$ cat config.mk
export PLATFORM = sky130hd
export DESIGN_NAME = micro_sequencer_flat
export DESIGN_NICKNAME = d
export VERILOG_FILES = /design/src/rtl/usq_pkg.sv /design/src/rtl/micro_sequencer_if.sv /design/src/rtl/micro_sequencer.sv /design/src/flat_wrapper.sv
export SDC_FILE = /design/constraint.sdc
export NUM_CORES = 1
export LEC_CHECK = 0
export ABC_AREA = 0
export BUFFER_PORTS_ARGS = -buffer_cell sky130_fd_sc_hd__clkbuf_2
export CORE_ASPECT_RATIO = 0.8
export CORE_MARGIN = 2
export CORE_UTILIZATION = 56
export DETAILED_ROUTE_END_ITERATION = 12
export PLACE_DENSITY_LB_ADDON = 0.08
export REMOVE_ABC_BUFFERS = 1
export SLEW_MARGIN = 20
export SYNTH_ARGS = -nofsm -noshare
export SYNTH_HDL_FRONTEND = slang
export SYNTH_SLANG_ARGS = --single-unit
$ cat constraint.sdc
create_clock -name clk -period 3.7 [get_ports clk]
set_clock_uncertainty 0.2 [all_clocks]
set_input_delay 0.37 -clock clk [delete_from_list [all_inputs] [get_ports clk]]
set_output_delay 0.37 -clock clk [all_outputs]
set_load 0.1 [all_outputs]
$ cat src/rtl/usq_pkg.sv
// rtl/usq_pkg.sv - shared types and constants for the micro sequencer, decoder and micro-ROM
package usq_pkg;

   typedef logic [4:0] uaddr_t;

   typedef enum logic [1:0] {
      ST_IDLE   = 2'd0,
      ST_RUN_IB = 2'd1,
      ST_RUN_SB = 2'd2
   } usq_state_e;

   localparam uaddr_t USQ_ILLEGAL_ADDR = 5'd31;
   localparam uaddr_t USQ_NO_SB        = 5'd0;
   localparam uaddr_t USQ_UADDR_LAST   = 5'd31;
   localparam int     USQ_MAX_STEPS    = 16;

endpackage

$ cat src/rtl/micro_sequencer_if.sv
// rtl/micro_sequencer_if.sv - decoder/micro-ROM side bundle of the micro sequencer
interface micro_sequencer_if;
   import usq_pkg::*;

   logic       inst_valid;
   logic       inst_ready;
   uaddr_t     ib;
   uaddr_t     sb;
   logic [2:0] op_s;
   logic       uend;
   logic       hold;
   uaddr_t     upc;
   logic       uvalid;
   logic [2:0] alu_op;
   logic       phase;
   logic       done;
   logic       illegal;
   logic       fault;

   modport master (
      output inst_valid, ib, sb, op_s, uend, hold,
      input  inst_ready, upc, uvalid, alu_op, phase, done, illegal, fault
   );

   modport slave (
      input  inst_valid, ib, sb, op_s, uend, hold,
      output inst_ready, upc, uvalid, alu_op, phase, done, illegal, fault
   );

endinterface

$ cat src/rtl/micro_sequencer.sv
// rtl/micro_sequencer.sv - steps the micro-PC through the ib routine and optional sb routine
module micro_sequencer
   import usq_pkg::*;
#(
   parameter int     MAX_STEPS    = USQ_MAX_STEPS,
   parameter uaddr_t ILLEGAL_ADDR = USQ_ILLEGAL_ADDR,
   parameter uaddr_t NO_SB        = USQ_NO_SB
) (
   input  logic               clk,
   input  logic               rst_n,
   micro_sequencer_if.slave   bus
);

   localparam int STEP_W = $clog2(MAX_STEPS + 1);

   usq_state_e        r_state;
   usq_state_e        w_next_state;
   uaddr_t            r_upc;
   uaddr_t            r_sb;
   logic [STEP_W-1:0] r_step;
   logic [2:0]        r_alu_op;
   logic              r_phase;
   logic              r_done;
   logic              r_illegal;
   logic              r_fault;

   logic w_inst_ready;
   logic w_uvalid;
   logic w_accept;
   logic w_bad;
   logic w_to_sb;
   logic w_overrun;

   assign w_accept  = bus.inst_valid && w_inst_ready;
   assign w_bad     = (bus.ib == ILLEGAL_ADDR) || (bus.sb == ILLEGAL_ADDR);
   assign w_to_sb   = (r_state == ST_RUN_IB) && (r_sb != NO_SB);
   // An unterminated word either hit the step budget or would wrap the micro-PC.
   assign w_overrun = (r_step == STEP_W'(MAX_STEPS)) || (r_upc == USQ_UADDR_LAST);

   always_ff @(posedge clk or negedge rst_n) begin
      if (!rst_n) begin
         r_state <= ST_IDLE;
      end else begin
         r_state <= w_next_state;
      end
   end

   always_comb begin
      w_next_state = r_state;
      case (r_state)
         ST_IDLE: begin
            if (w_accept && !w_bad) w_next_state = ST_RUN_IB;
         end
         ST_RUN_IB, ST_RUN_SB: begin
            if (w_uvalid) begin
               if (bus.uend)       w_next_state = w_to_sb ? ST_RUN_SB : ST_IDLE;
               else if (w_overrun) w_next_state = ST_IDLE;
            end
         end
         default: w_next_state = ST_IDLE;
      endcase
   end

   always_comb begin
      w_inst_ready = 1'b0;
      w_uvalid     = 1'b0;
      case (r_state)
         ST_IDLE:              w_inst_ready = rst_n;
         ST_RUN_IB, ST_RUN_SB: w_uvalid     = !bus.hold;
         default:              w_inst_ready = 1'b0;
      endcase
   end

   always_ff @(posedge clk or negedge rst_n) begin
      if (!rst_n) begin
         r_upc     <= '0;
         r_sb      <= '0;
         r_step    <= '0;
         r_alu_op  <= '0;
         r_phase   <= 1'b0;
         r_done    <= 1'b0;
         r_illegal <= 1'b0;
         r_fault   <= 1'b0;
      end else begin
         r_done    <= 1'b0;
         r_illegal <= 1'b0;
         r_fault   <= 1'b0;
         if (w_accept) begin
            r_sb     <= bus.sb;
            r_alu_op <= bus.op_s;
            if (w_bad) begin
               r_illegal <= 1'b1;
            end else begin
               r_upc   <= bus.ib;
               r_step  <= STEP_W'(1);
               r_phase <= 1'b0;
            end
         end else if (w_uvalid) begin
            if (bus.uend) begin
               if (w_to_sb) begin
                  r_upc   <= r_sb;
                  r_step  <= STEP_W'(1);
                  r_phase <= 1'b1;
               end else begin
                  r_done <= 1'b1;
               end
            end else if (w_overrun) begin
               r_fault <= 1'b1;
            end else begin
               r_upc  <= r_upc + 5'd1;
               r_step <= r_step + STEP_W'(1);
            end
         end
      end
   end

   assign bus.inst_ready = w_inst_ready;
   assign bus.uvalid     = w_uvalid;
   assign bus.upc        = r_upc;
   assign bus.alu_op     = r_alu_op;
   assign bus.phase      = r_phase;
   assign bus.done       = r_done;
   assign bus.illegal    = r_illegal;
   assign bus.fault      = r_fault;

endmodule

$ cat src/flat_wrapper.sv
// flat-port wrapper written by rule: the top's interface ports become plain ports
module micro_sequencer_flat import usq_pkg::*;
#(
   parameter int     MAX_STEPS    = USQ_MAX_STEPS,
   parameter uaddr_t ILLEGAL_ADDR = USQ_ILLEGAL_ADDR,
   parameter uaddr_t NO_SB        = USQ_NO_SB
)
  (clk, rst_n, bus_inst_valid, bus_ib, bus_sb, bus_op_s, bus_uend, bus_hold, bus_inst_ready, bus_upc, bus_uvalid, bus_alu_op, bus_phase, bus_done, bus_illegal, bus_fault);
  micro_sequencer_if bus_i ();
  input  logic clk;
  input  logic rst_n;
  input wire logic [$bits(bus_i.inst_valid)-1:0] bus_inst_valid;
  input wire logic [$bits(bus_i.ib)-1:0] bus_ib;
  input wire logic [$bits(bus_i.sb)-1:0] bus_sb;
  input wire logic [$bits(bus_i.op_s)-1:0] bus_op_s;
  input wire logic [$bits(bus_i.uend)-1:0] bus_uend;
  input wire logic [$bits(bus_i.hold)-1:0] bus_hold;
  output wire logic [$bits(bus_i.inst_ready)-1:0] bus_inst_ready;
  output wire logic [$bits(bus_i.upc)-1:0] bus_upc;
  output wire logic [$bits(bus_i.uvalid)-1:0] bus_uvalid;
  output wire logic [$bits(bus_i.alu_op)-1:0] bus_alu_op;
  output wire logic [$bits(bus_i.phase)-1:0] bus_phase;
  output wire logic [$bits(bus_i.done)-1:0] bus_done;
  output wire logic [$bits(bus_i.illegal)-1:0] bus_illegal;
  output wire logic [$bits(bus_i.fault)-1:0] bus_fault;
  assign bus_i.inst_valid = bus_inst_valid;
  assign bus_i.ib = bus_ib;
  assign bus_i.sb = bus_sb;
  assign bus_i.op_s = bus_op_s;
  assign bus_i.uend = bus_uend;
  assign bus_i.hold = bus_hold;
  assign bus_inst_ready = bus_i.inst_ready;
  assign bus_upc = bus_i.upc;
  assign bus_uvalid = bus_i.uvalid;
  assign bus_alu_op = bus_i.alu_op;
  assign bus_phase = bus_i.phase;
  assign bus_done = bus_i.done;
  assign bus_illegal = bus_i.illegal;
  assign bus_fault = bus_i.fault;
  micro_sequencer #(.MAX_STEPS(MAX_STEPS), .ILLEGAL_ADDR(ILLEGAL_ADDR), .NO_SB(NO_SB)) u_core (.clk(clk), .rst_n(rst_n), .bus(bus_i));
endmodule
==> run metrics <==
status complete, no violations; Clk pwr share a little over a tenth; internal power about 600 uW; chip width approximately 58 um; Filler Cell Count about 180; Worst VDD drop 0.874 mV; crit-path cells ha_1 -> and3_1 -> ha_1 -> nor3_1 -> o32ai_4 -> or2_2 -> o31ai_1; initial antenna violation count 0; Net count, final between 150 and 200; synth top area cells dfrtp_1, nand2_1, ha_1; top cell type's share of synthesized area a little under half; Hold Buf Count CTS 1; clk_lat worst skew 0.32 ns; total gr overflow 0; GPL Wtd Cong roughly 0.81; Setup TNS Final 0 ns; io pins 32; CP Launch Type register; starting density of the core roughly three fifths; DP HPWL 2080 um; Distinct cells, synth 29; Post-synth EDFFs 0; largest net degree at the start of global routing 25; layout cell share with drive strength beyond 1 around a quarter; Crit. End Element register; TritonCTS clock tree done; All-Layer GR Usage a little under a quarter; min setup slack post-route between 1 and 1.5 ns; normalized max-slew margin between 60 and 70%; Tmin final 2.57 ns; Final Slew Violations 0; most used cell, CP ha_1; final hold vios 0; setup violators final 0; cell with the most instances after synthesis nand2_1; Hold WC Path Type primary input to register; final worst-path cycle share a little over two thirds; footprint of the multi-input gates about 640 um2; Seq. cell area about 600 um2; final instance area between 1500 and 2000 um2; Max Fclk roughly 0.4 GHz; row count 15; slowest CP cell dfrtp_1; DRC 0; Worst EP arrival 2.62 ns; antenna fix cells 0; Routed wire per std cell roughly 14 um; Yosys top cell by area dfrtp_1; Worst Path Required between 3 and 4 ns; CP max FO 17; Slew @ Worst Pin about 0.59 ns; H-Tree Depth 1; Cells after Synth 141; Post-Syn Area between 1000 and 1500 um2; die footprint ~2700 um2; drt pass-1 iters 4; Sink Count 24; CP top delay family simple AND/OR/NAND/NOR gates; Max-cap violations 0; slowest cell delay on critical path 0.45 ns; RSZ-0062 raised after global routing false; Core ar. between 2000 and 2500 um2; Syn Area/Cell 9.18 um2; clk root buf clkbuf_4; critical path type register to register; dpl cell area approximately 1500 um2; routed wire length ~2800 um; drt first-iter violations between 50 and 60; synthesis-to-finish area growth 17.1%; main flop type after synthesis dfrtp_1; Num CTS Buffers 3; Synth async-reset ratio between 90% and 100%; Die Span Y 47.0 um; number of global-route vias before repair roughly 1,100; PwrDens 903 nW/um2; clock slew at reported path FFs approximately 0.14 ns; Reg power frac between 30% and 40%; clock buffer depth 2; Yosys reg bits 24; Buf/Inv on CP 0; Setup Buffers After CTS 0; first-pass GRT wire length around 4800 um; vias between 1,000 and 1,500; Seq/Total Area, Yosys a little under half; PortBufs 31; Lkg Pwr 0.797 nW; Sw Ratio a little under three fifths; routed vias/inst around 5.5; Psw about 770 uW; Ys Warns 0; Comb pwr share between 50 and 60%; DRT antenna net count 0; post-CTS sizing 0; top cells by count, synth nand2_1, dfrtp_1, o21ai_0; pre-CTS WS between 1 and 1.5 ns
==> worst paths after layout <==
path | endpoint | from | depth (start not counted) | slack, ns
max in group asynchronous | u_core.bus.upc[4] | rst_n | 3 | 2.65
worst max register to register | u_core.r_step[4] | u_core.bus.upc[0] | 7 | 1.13
worst min register to register | u_core.bus.alu_op[0] | u_core.bus.alu_op[0] | 2 | 0.29
worst max-delay path | u_core.r_step[4] | u_core.bus.upc[0] | 7 | 1.13
worst min-delay path | u_core.bus.alu_op[2] | bus_op_s[2] | 3 | 0.03
min in group asynchronous | u_core.r_sb[4] | rst_n | 2 | 0.16
==> cell type report <==
type / count / area share, %
Multi-Input combinational cell: 105 / 42.3
Sequential cell: 24 / 39.6
Timing Repair Buffer: 34 / 11.9
Tap cell: 25 / 2.06
Clock buffer: 4 / 2.39
Inverter: 7 / 1.73
==> cells in the final DEF, fill, tap and decap left out, types with 2 or more instances in the layout <==
cell type / n
and3_1: 2
o21a_1: 3
and4_1: 3
nand2_1: 36
nand3_1: 4
dfrtp_1: 24
nor2b_1: 2
o21ai_0: 15
buf_4: 2
nor2_1: 6
o31ai_1: 3
nor3_1: 2
clkbuf_4: 3
nand2b_1: 3
inv_1: 7
ha_1: 6
a21oi_1: 4
mux2i_1: 5
clkbuf_2: 31
==> per-layer routing <==
metal  GRT usage, %  part of all wire [%]  up-vias  routed length, um
met5              0                     0        -                  0
met4           6.05                  0.43        0                 12
met3           6.06                   4.6        2                129
met2           40.0                    48       31               1340
met1           29.7                    47      506               1340
li1               -                     -      549                  -
==> cells by family (layout without fill, tap and decap cells) <==
family | count (synthesis) | in the layout | synth area share (%)
muxes | 5 | 5 | 3.86
and+or+nand+nor | 62 | 62 | 22.5
xor gates and xnor gates | 2 | 2 | 1.35
adders and majority gates | 6 | 6 | 5.80
DFF | 24 | 24 | 46.4
buffers and inverters | 12 | 45 | 4.06
AOI/OAI and AO/OA | 30 | 30 | 16.0
==> tightest hold or removal path: cells and delay by family <==
family	cells	cell delay [ns]
and+or+nand+nor	2	0.08
buffers and inverters	1	0.07
==> flip-flops by register name (all words and copies together) (netlist names) <==
register / cells
u_core.bus.done: 1
u_core.r_sb: 5
u_core.bus.fault: 1
u_core.bus.illegal: 1
u_core.bus.alu_op: 3
u_core.bus.phase: 1
u_core.r_step: 5
u_core.bus.upc: 5
u_core.r_state: 2
==> stage by stage <==
| stage | total power, mW | hold slack (ns) | cells | util [%] |
|---|---|---|---|---|
| finish | 1.37 | 0.0287 | 199 | 69.7 |
| global route | 1.45 | 0.0413 | 199 | 69.7 |
| CTS | 1.37 | 0.0222 | 199 | 69.7 |
| detailed placement | 1.23 | -0.0265 | 194 | 67.5 |
| global placement | 1.21 | -0.0289 | 194 | 67.5 |
| floorplan | 1.07 | -0.126 | 136 | - |
==> power by group through the flow <==
stage                     logic (mW)  registers [mW]  clock network [mW]
after global placement         0.780           0.429                   0
after floorplan                0.329           0.743                   0
final                          0.794           0.431               0.144
after global routing           0.854           0.444               0.154
after detailed placement       0.792           0.436                   0
after CTS                      0.798           0.429               0.146
Power figures use the tool's default switching activity.
